## src/rtl/fetch_prefetch_unit.sv

```systemverilog
// Instruction prefetcher. It issues sequential icache reads, tracks in-flight
// reads and buffers returned words with their PCs in a small queue for decode.
// A redirect flushes the queue and discards any responses still in flight.
module fetch_prefetch_unit #(
    parameter int unsigned       ADDR_W    = 32,
    parameter int unsigned       DATA_W    = 32,
    parameter int unsigned       DEPTH     = 8,
    parameter int unsigned       MAX_OUTST = 4,
    parameter logic [ADDR_W-1:0] RESET_PC  = '0,
    parameter logic [ADDR_W-1:0] PC_INC    = ADDR_W'(4)
) (
    input  logic              clk,
    input  logic              rst_n,
    input  logic              jtag_reset_flag_i,
    input  logic              jump_flag_i,
    input  logic [ADDR_W-1:0] jump_addr_i,
    input  logic              hold_i,
    output logic              inst_valid_o,
    output logic [ADDR_W-1:0] inst_addr_o,
    output logic [DATA_W-1:0] inst_o,
    output logic [ADDR_W-1:0] o_p_addr,
    output logic              o_p_read,
    input  logic [DATA_W-1:0] i_p_readdata,
    input  logic              i_p_readdata_valid,
    input  logic              i_p_waitrequest
);

    localparam int unsigned QAW = $clog2(DEPTH);
    localparam int unsigned QCW = $clog2(DEPTH + 1);
    localparam int unsigned OCW = $clog2(MAX_OUTST + 1);
    localparam int unsigned RAW = (MAX_OUTST > 1) ? $clog2(MAX_OUTST) : 1;

    // Architectural state
    logic [ADDR_W-1:0] fetch_pc;
    logic              stale;
    logic [OCW-1:0]    outstanding;
    logic [OCW-1:0]    drop_cnt;

    // PCs of accepted reads, in order, waiting for their data
    logic [ADDR_W-1:0] rp_mem [MAX_OUTST];
    logic [RAW-1:0]    rp_rd;
    logic [RAW-1:0]    rp_wr;

    // Instruction queue; the head entry is mirrored into the inst_* registers
    logic [DATA_W-1:0] q_data [DEPTH];
    logic [ADDR_W-1:0] q_pc   [DEPTH];
    logic [QAW-1:0]    q_rd;
    logic [QAW-1:0]    q_wr;
    logic [QCW-1:0]    q_count;

    // Per-cycle events
    logic              accept;
    logic              redirect;
    logic              drop_resp;
    logic              push;
    logic              pop;
    logic [ADDR_W-1:0] target;
    logic [ADDR_W-1:0] resp_pc;

    // Next-state values
    logic [OCW-1:0]    out_n;
    logic [OCW-1:0]    drop_n;
    logic [QCW-1:0]    q_count_n;
    logic [QCW-1:0]    q_left;
    logic [QAW-1:0]    q_rd_n;
    logic [QAW-1:0]    q_wr_n;
    logic [RAW-1:0]    rp_rd_n;
    logic [RAW-1:0]    rp_wr_n;
    logic [ADDR_W-1:0] fetch_pc_n;
    logic              stale_n;
    logic              read_n;
    logic [ADDR_W-1:0] addr_n;
    logic              valid_n;
    logic [ADDR_W-1:0] head_pc_n;
    logic [DATA_W-1:0] head_data_n;

    // Wrapping increment for the response-PC FIFO, which need not be a power of 2
    function automatic logic [RAW-1:0] rp_inc(input logic [RAW-1:0] p);
        return (32'(p) == MAX_OUTST - 1) ? '0 : p + RAW'(1);
    endfunction

    assign accept    = o_p_read & ~i_p_waitrequest;
    assign redirect  = jump_flag_i | jtag_reset_flag_i;
    assign drop_resp = i_p_readdata_valid & (drop_cnt != '0);
    assign push      = i_p_readdata_valid & (drop_cnt == '0) & ~redirect;
    assign pop       = inst_valid_o & ~hold_i & ~redirect;
    assign target    = jtag_reset_flag_i ? RESET_PC : {jump_addr_i[ADDR_W-1:2], 2'b00};
    assign resp_pc   = rp_mem[rp_rd];

    // Next-state computation for counters, fetch PC, request and queue head
    always_comb begin
        // NOTE: every signal gets a default at the top so no path leaves it
        // unassigned; a missing default here would infer a latch.
        out_n       = outstanding + OCW'(accept) - OCW'(i_p_readdata_valid);
        drop_n      = drop_cnt - OCW'(drop_resp) + OCW'(accept & stale);
        q_count_n   = q_count + QCW'(push) - QCW'(pop);
        q_left      = q_count - QCW'(pop);
        q_rd_n      = q_rd + QAW'(pop);
        q_wr_n      = q_wr + QAW'(push);
        rp_rd_n     = i_p_readdata_valid ? rp_inc(rp_rd) : rp_rd;
        rp_wr_n     = accept ? rp_inc(rp_wr) : rp_wr;
        fetch_pc_n  = (accept & ~stale) ? fetch_pc + PC_INC : fetch_pc;
        stale_n     = accept ? 1'b0 : stale;
        read_n      = o_p_read;
        addr_n      = o_p_addr;
        valid_n     = 1'b0;
        head_pc_n   = inst_addr_o;
        head_data_n = inst_o;

        // Everything in flight after this cycle's accept/return becomes stale
        if (redirect) begin
            drop_n     = out_n;
            q_count_n  = '0;
            q_rd_n     = '0;
            q_wr_n     = '0;
            fetch_pc_n = target;
            if (o_p_read & i_p_waitrequest) begin
                stale_n = 1'b1;
            end
        end

        // A stalled request is frozen; otherwise re-evaluate the issue rule,
        // reserving a queue slot for every read in flight
        if (!(o_p_read & i_p_waitrequest)) begin
            read_n = (32'(out_n) < MAX_OUTST) &&
                     ((32'(q_count_n) + 32'(out_n)) < DEPTH);
            addr_n = fetch_pc_n;
        end

        // Queue head: bypass a push into an otherwise empty queue
        if (q_count_n != '0) begin
            valid_n = 1'b1;
            if (q_left == '0) begin
                head_pc_n   = resp_pc;
                head_data_n = i_p_readdata;
            end else begin
                head_pc_n   = q_pc[q_rd_n];
                head_data_n = q_data[q_rd_n];
            end
        end
    end

    // Control state and registered outputs, synchronous active-low reset
    always_ff @(posedge clk) begin
        // NOTE: sequential state uses non-blocking assignments so every
        // register samples the pre-edge values, independent of statement order.
        if (!rst_n) begin
            fetch_pc     <= RESET_PC;
            stale        <= 1'b0;
            outstanding  <= '0;
            drop_cnt     <= '0;
            rp_rd        <= '0;
            rp_wr        <= '0;
            q_rd         <= '0;
            q_wr         <= '0;
            q_count      <= '0;
            o_p_read     <= 1'b0;
            o_p_addr     <= RESET_PC;
            inst_valid_o <= 1'b0;
            inst_addr_o  <= '0;
            inst_o       <= '0;
        end else begin
            fetch_pc     <= fetch_pc_n;
            stale        <= stale_n;
            outstanding  <= out_n;
            drop_cnt     <= drop_n;
            rp_rd        <= rp_rd_n;
            rp_wr        <= rp_wr_n;
            q_rd         <= q_rd_n;
            q_wr         <= q_wr_n;
            q_count      <= q_count_n;
            o_p_read     <= read_n;
            o_p_addr     <= addr_n;
            inst_valid_o <= valid_n;
            inst_addr_o  <= head_pc_n;
            inst_o       <= head_data_n;
        end
    end

    // Storage arrays: written on push/accept only
    always_ff @(posedge clk) begin
        // NOTE: the arrays are not reset; pointers and counts are, and no entry
        // is read before it has been written, so clearing them buys nothing.
        if (push) begin
            q_data[q_wr] <= i_p_readdata;
            q_pc[q_wr]   <= resp_pc;
        end
        if (accept) begin
            rp_mem[rp_wr] <= o_p_addr;
        end
    end

endmodule

```

## config.mk

```make
export PLATFORM = sky130hd
export DESIGN_NAME = fetch_prefetch_unit
export DESIGN_NICKNAME = d
export VERILOG_FILES = /design/src/rtl/fetch_prefetch_unit.sv
export SDC_FILE = /design/constraint.sdc
export NUM_CORES = 1
export LEC_CHECK = 0
export BUFFER_PORTS_ARGS = -buffer_cell sky130_fd_sc_hd__buf_4
export CAP_MARGIN = 20
export CORE_ASPECT_RATIO = 1.75
export CORE_MARGIN = 2
export CORE_UTILIZATION = 36
export CTS_CLUSTER_DIAMETER = 150
export DETAILED_ROUTE_END_ITERATION = 6
export PLACE_DENSITY = 0.59
export SETUP_SLACK_MARGIN = 0.5
export SYNTH_ARGS = -nofsm -noshare
export SYNTH_HDL_FRONTEND = slang
export SYNTH_SLANG_ARGS = --single-unit
```

## constraint.sdc

```tcl
create_clock -name clk -period 9.95 [get_ports clk]
set_input_delay 0.995 -clock clk [delete_from_list [all_inputs] [get_ports clk]]
set_output_delay 0.995 -clock clk [all_outputs]
set_load 0.02 [all_outputs]
```

==> impl_metrics.tcl <==
set metrics [dict create \
    ioPinCount 169 \
    cts_resized 0 \
    cts_buffers 74 \
    clkLatencyLatePin_ns 0.65 \
    drv_cap 0 \
    cp.required_ns 10.46 \
    arrival_ns 5.67 \
    std_cell_rows 142 \
    path_cells "buf_4 > or2_1 > nor3b_1 > ha_4 > buf_4 > or3b_4 > buf_4 > nand2_1 > a21oi_1 > a2111oi_0 > o31ai_1" \
    slew_viol_final 0 \
    num_vias 18448 \
    synth_top_cells_by_area "edfxtp_1, dfxtp_1, mux4_2, nand2_1, mux2i_1" \
    hold_class "register to register" \
    endpoint "inst_o[27]" \
    grt_pass1_wl_mm 118.4 \
    cts_max_level 3 \
    drcViolationCount 0 \
    synth_compound_area_frac 0.09053 \
    synth_simple_gate_area_frac 0.07264 \
    start_util 0.3624 \
    insertedDiodeCount 0 \
    cts_num_sinks 793 \
    layout_worst_path_cycle_share 0.5186 \
    total_power_mw 7.013 \
    status "finished, final reports clean" \
    r2r-start "inst_valid_o" \
    first_global_vias 19428 \
    tritoncts "done" \
    rsz0062_at_grt "no" \
    die_area_um2 88480 \
    path_buf_inv 3 \
    die_w_um 225.7 \
    synth_adder_area_share 0.01083 \
    crit_start "jump_flag_i" \
    synth_edf_count 640 \
    yosys.area.top_type "edfxtp_1" \
    rrSetupSlack_ns 5.66 \
    place_hpwl_mm 44.98 \
    crit_fanout 45 \
    ir_drop_mv 0.1242 \
    wire_per_inst_um 23.04 \
    synth_top_area_frac 0.6205 \
    netlist_area_um2 30970 \
    netlist_top_cells_count "edfxtp_1, nand2_1, dfxtp_1, nor2_1, a21oi_1" \
    fillerInstances 7734 \
    final-setup-viol-count 0 \
    gp_congestion 0.8309 \
    firstDrtPassIters 5 \
    hold_buffers 0 \
    yosysUniqueCellTypes 74 \
    core_um2 85460 \
    crit_slowest_cell "buf_4" \
    hold_viol 0 \
    worst-slew-pin-transition_ns 1.090 \
    swShare 0.2247 \
    clk_pin_slew_ns 0.06 \
    p_seq_frac 0.534 \
    synth_most_common_cell "edfxtp_1" \
    relSlewSlack 0.2706 \
    final_nets 2308 \
    grt.total_usage 0.1796 \
    antenna_found_initial 1 \
    synth_nets 2149 \
    crit_top_cell "buf_4" \
    rr_endpoint "inst_o[27]" \
    yosysWarningCount 0 \
    p_leak_nw 11.95 \
    power_frac_comb 0.060 \
    viasPerCell 5.385 \
    endpoint_kind "register" \
    r2r_cells 9 \
    clockPowerShare 0.406 \
    ys_ff_latch 793 \
    cts_root_buf "clkbuf_16" \
    grt_max_degree 76 \
    drt_iter0_markers 1294 \
    synthFlopType "edfxtp_1" \
    slowest_delay_ns 0.72 \
    syn_area_per_cell_um2 15.09 \
    synthArstFlopShare 0 \
    cp_top_family "simple AND/OR/NAND/NOR gates" \
    power_density_nw_per_um2 195.1 \
    postCtsSetupRepairBufs 0 \
    drive_above_1_share 0.1953 \
    cp-start-kind "input port" \
    synth_top_family_by_area "compound AO/OA/AOI/OAI gates" \
    routed_wl_mm 78.93 \
    ys_seq_area_frac 0.7194 \
    tns_ns 0 \
    portBuffers 166 \
    clockBufferDepth 3 \
    worst-setup-path-type "input port to register" \
    max_freq_ghz 0.1938 \
    grt_overflow_total 0 \
    intPower_mw 5.437 \
    syn_to_final_growth_pct 16.05 \
    synth-xor-area-share 0.008726 \
    synthMuxAreaShare 0.07248 \
    path_depth 11 \
    post-route-min-period_ns 5.160 \
    p_switching_mw 1.576 \
    die_h_um 392.0 \
    ant_nets 0 \
    postSynthCellCount 2053 \
    fin_worst_skew_ns 0.03328 \
]
-- per-stage QoR --
step	worst slack [ns]	cell area (um2)	instances	utilization	hold slack, ns
final	4.790	35940	3426	0.4206	0.4526
after global routing	4.552	35940	3426	0.4206	0.4769
after CTS	4.855	35940	3426	0.4206	0.4567
after detailed placement	4.122	33490	3288	0.3919	0.4444
after global placement	4.181	33490	3288	0.3919	0.4356
after floorplan	3.202	30970	2053	-	0.4435
-- power groups by stage --
stage          sequential [mW]  combinational (mW)  clock, mW
6_report                  3.75               0.420       2.85
5_1_grt                   3.75               0.462       3.04
4_1_cts                   3.75               0.424       2.92
3_5_place_dp              3.82               0.423          0
3_3_place_gp              3.81               0.406          0
2_1_floorplan             3.82               0.239          0
-- cell usage in the layout (no fill, tap or decap), drive strengths merged, types with 5 or more instances in the layout --
| cell | count |
|---|---|
| a22o | 5 |
| o31ai | 67 |
| dfxtp | 153 |
| nor4 | 12 |
| and2 | 15 |
| clkbuf | 109 |
| o311a | 28 |
| clkinv | 20 |
| nand2 | 214 |
| nor3b | 5 |
| o31a | 5 |
| nor3 | 56 |
| a21oi | 88 |
| and3 | 13 |
| xnor2 | 24 |
| buf | 206 |
| o21ai | 33 |
| nand3 | 19 |
| inv | 54 |
| nor2b | 5 |
| o211ai | 30 |
| edfxtp | 640 |
| nand2b | 16 |
| nor2 | 111 |
| a2111oi | 28 |
| mux2 | 28 |
| ha | 22 |
| a211oi | 5 |
| o22ai | 41 |
| xor2 | 6 |
| a22oi | 38 |
| mux2i | 51 |
| mux4 | 63 |
| nand4 | 13 |
-- routing by layer --
| metal | up-vias | share of wire | GRT usage |
|---|---|---|---|
| li1 | 8264 | - | - |
| met1 | 9499 | 0.40 | 0.2137 |
| met2 | 549 | 0.53 | 0.3243 |
| met3 | 136 | 0.051 | 0.02801 |
| met4 | 0 | 0.026 | 0.06767 |
| met5 | - | 0 | 0 |
-- sequential cells by signal, summed over array words and instances, names as in the netlist, named ones only --
name,flops
inst_addr_o,32
q_count,4
rp_wr,2
o_p_read,1
rp_mem,128
drop_cnt,3
inst_valid_o,1
q_wr,3
fetch_pc,32
q_pc,256
outstanding,3
q_data,256
o_p_addr,32
q_rd,3
inst_o,32
rp_rd,2
-- layout make-up --
class                      count  area [um2]  area share
clock inverter                29       312.8    0.008703
multi-input combinational   1086        8029      0.2234
clock buffer                 109        2140     0.05953
timing repair buffer         206        1546     0.04303
sequential                   793       22280      0.6199
tap                         1152        1441     0.04010
inverter                      51       191.4    0.005326
-- cells by family (layout without fill, tap and decap cells) --
kind of cell | count (synthesis) | count (layout)
flops | 793 | 793
simple gates | 493 | 493
compound gates | 396 | 396
buf+inv | 174 | 395
mux | 142 | 142
xor+xnor | 30 | 30
fa+ha+maj | 25 | 25
-- how the worst min path moves through the flow --
stage	endpoint	from	slack [ns]	cells after the start
CTS	inst_o[7]	inst_o[7]	0.46	2
global route	inst_addr_o[20]	inst_addr_o[20]	0.48	2
finish	inst_o[21]	inst_o[21]	0.45	2
floorplan	o_p_addr[0]	fetch_pc[0]	0.44	2
detailed placement	inst_o[7]	inst_o[7]	0.44	2
global placement	inst_o[1]	inst_o[1]	0.44	2
-- tightest hold or removal path, stage by stage (launching register included) --
cell and delay [ns]:
dfxtp_1 0.31, nand2_1 0.05, o31ai_1 0.05
(Power assumes the default switching activity.)
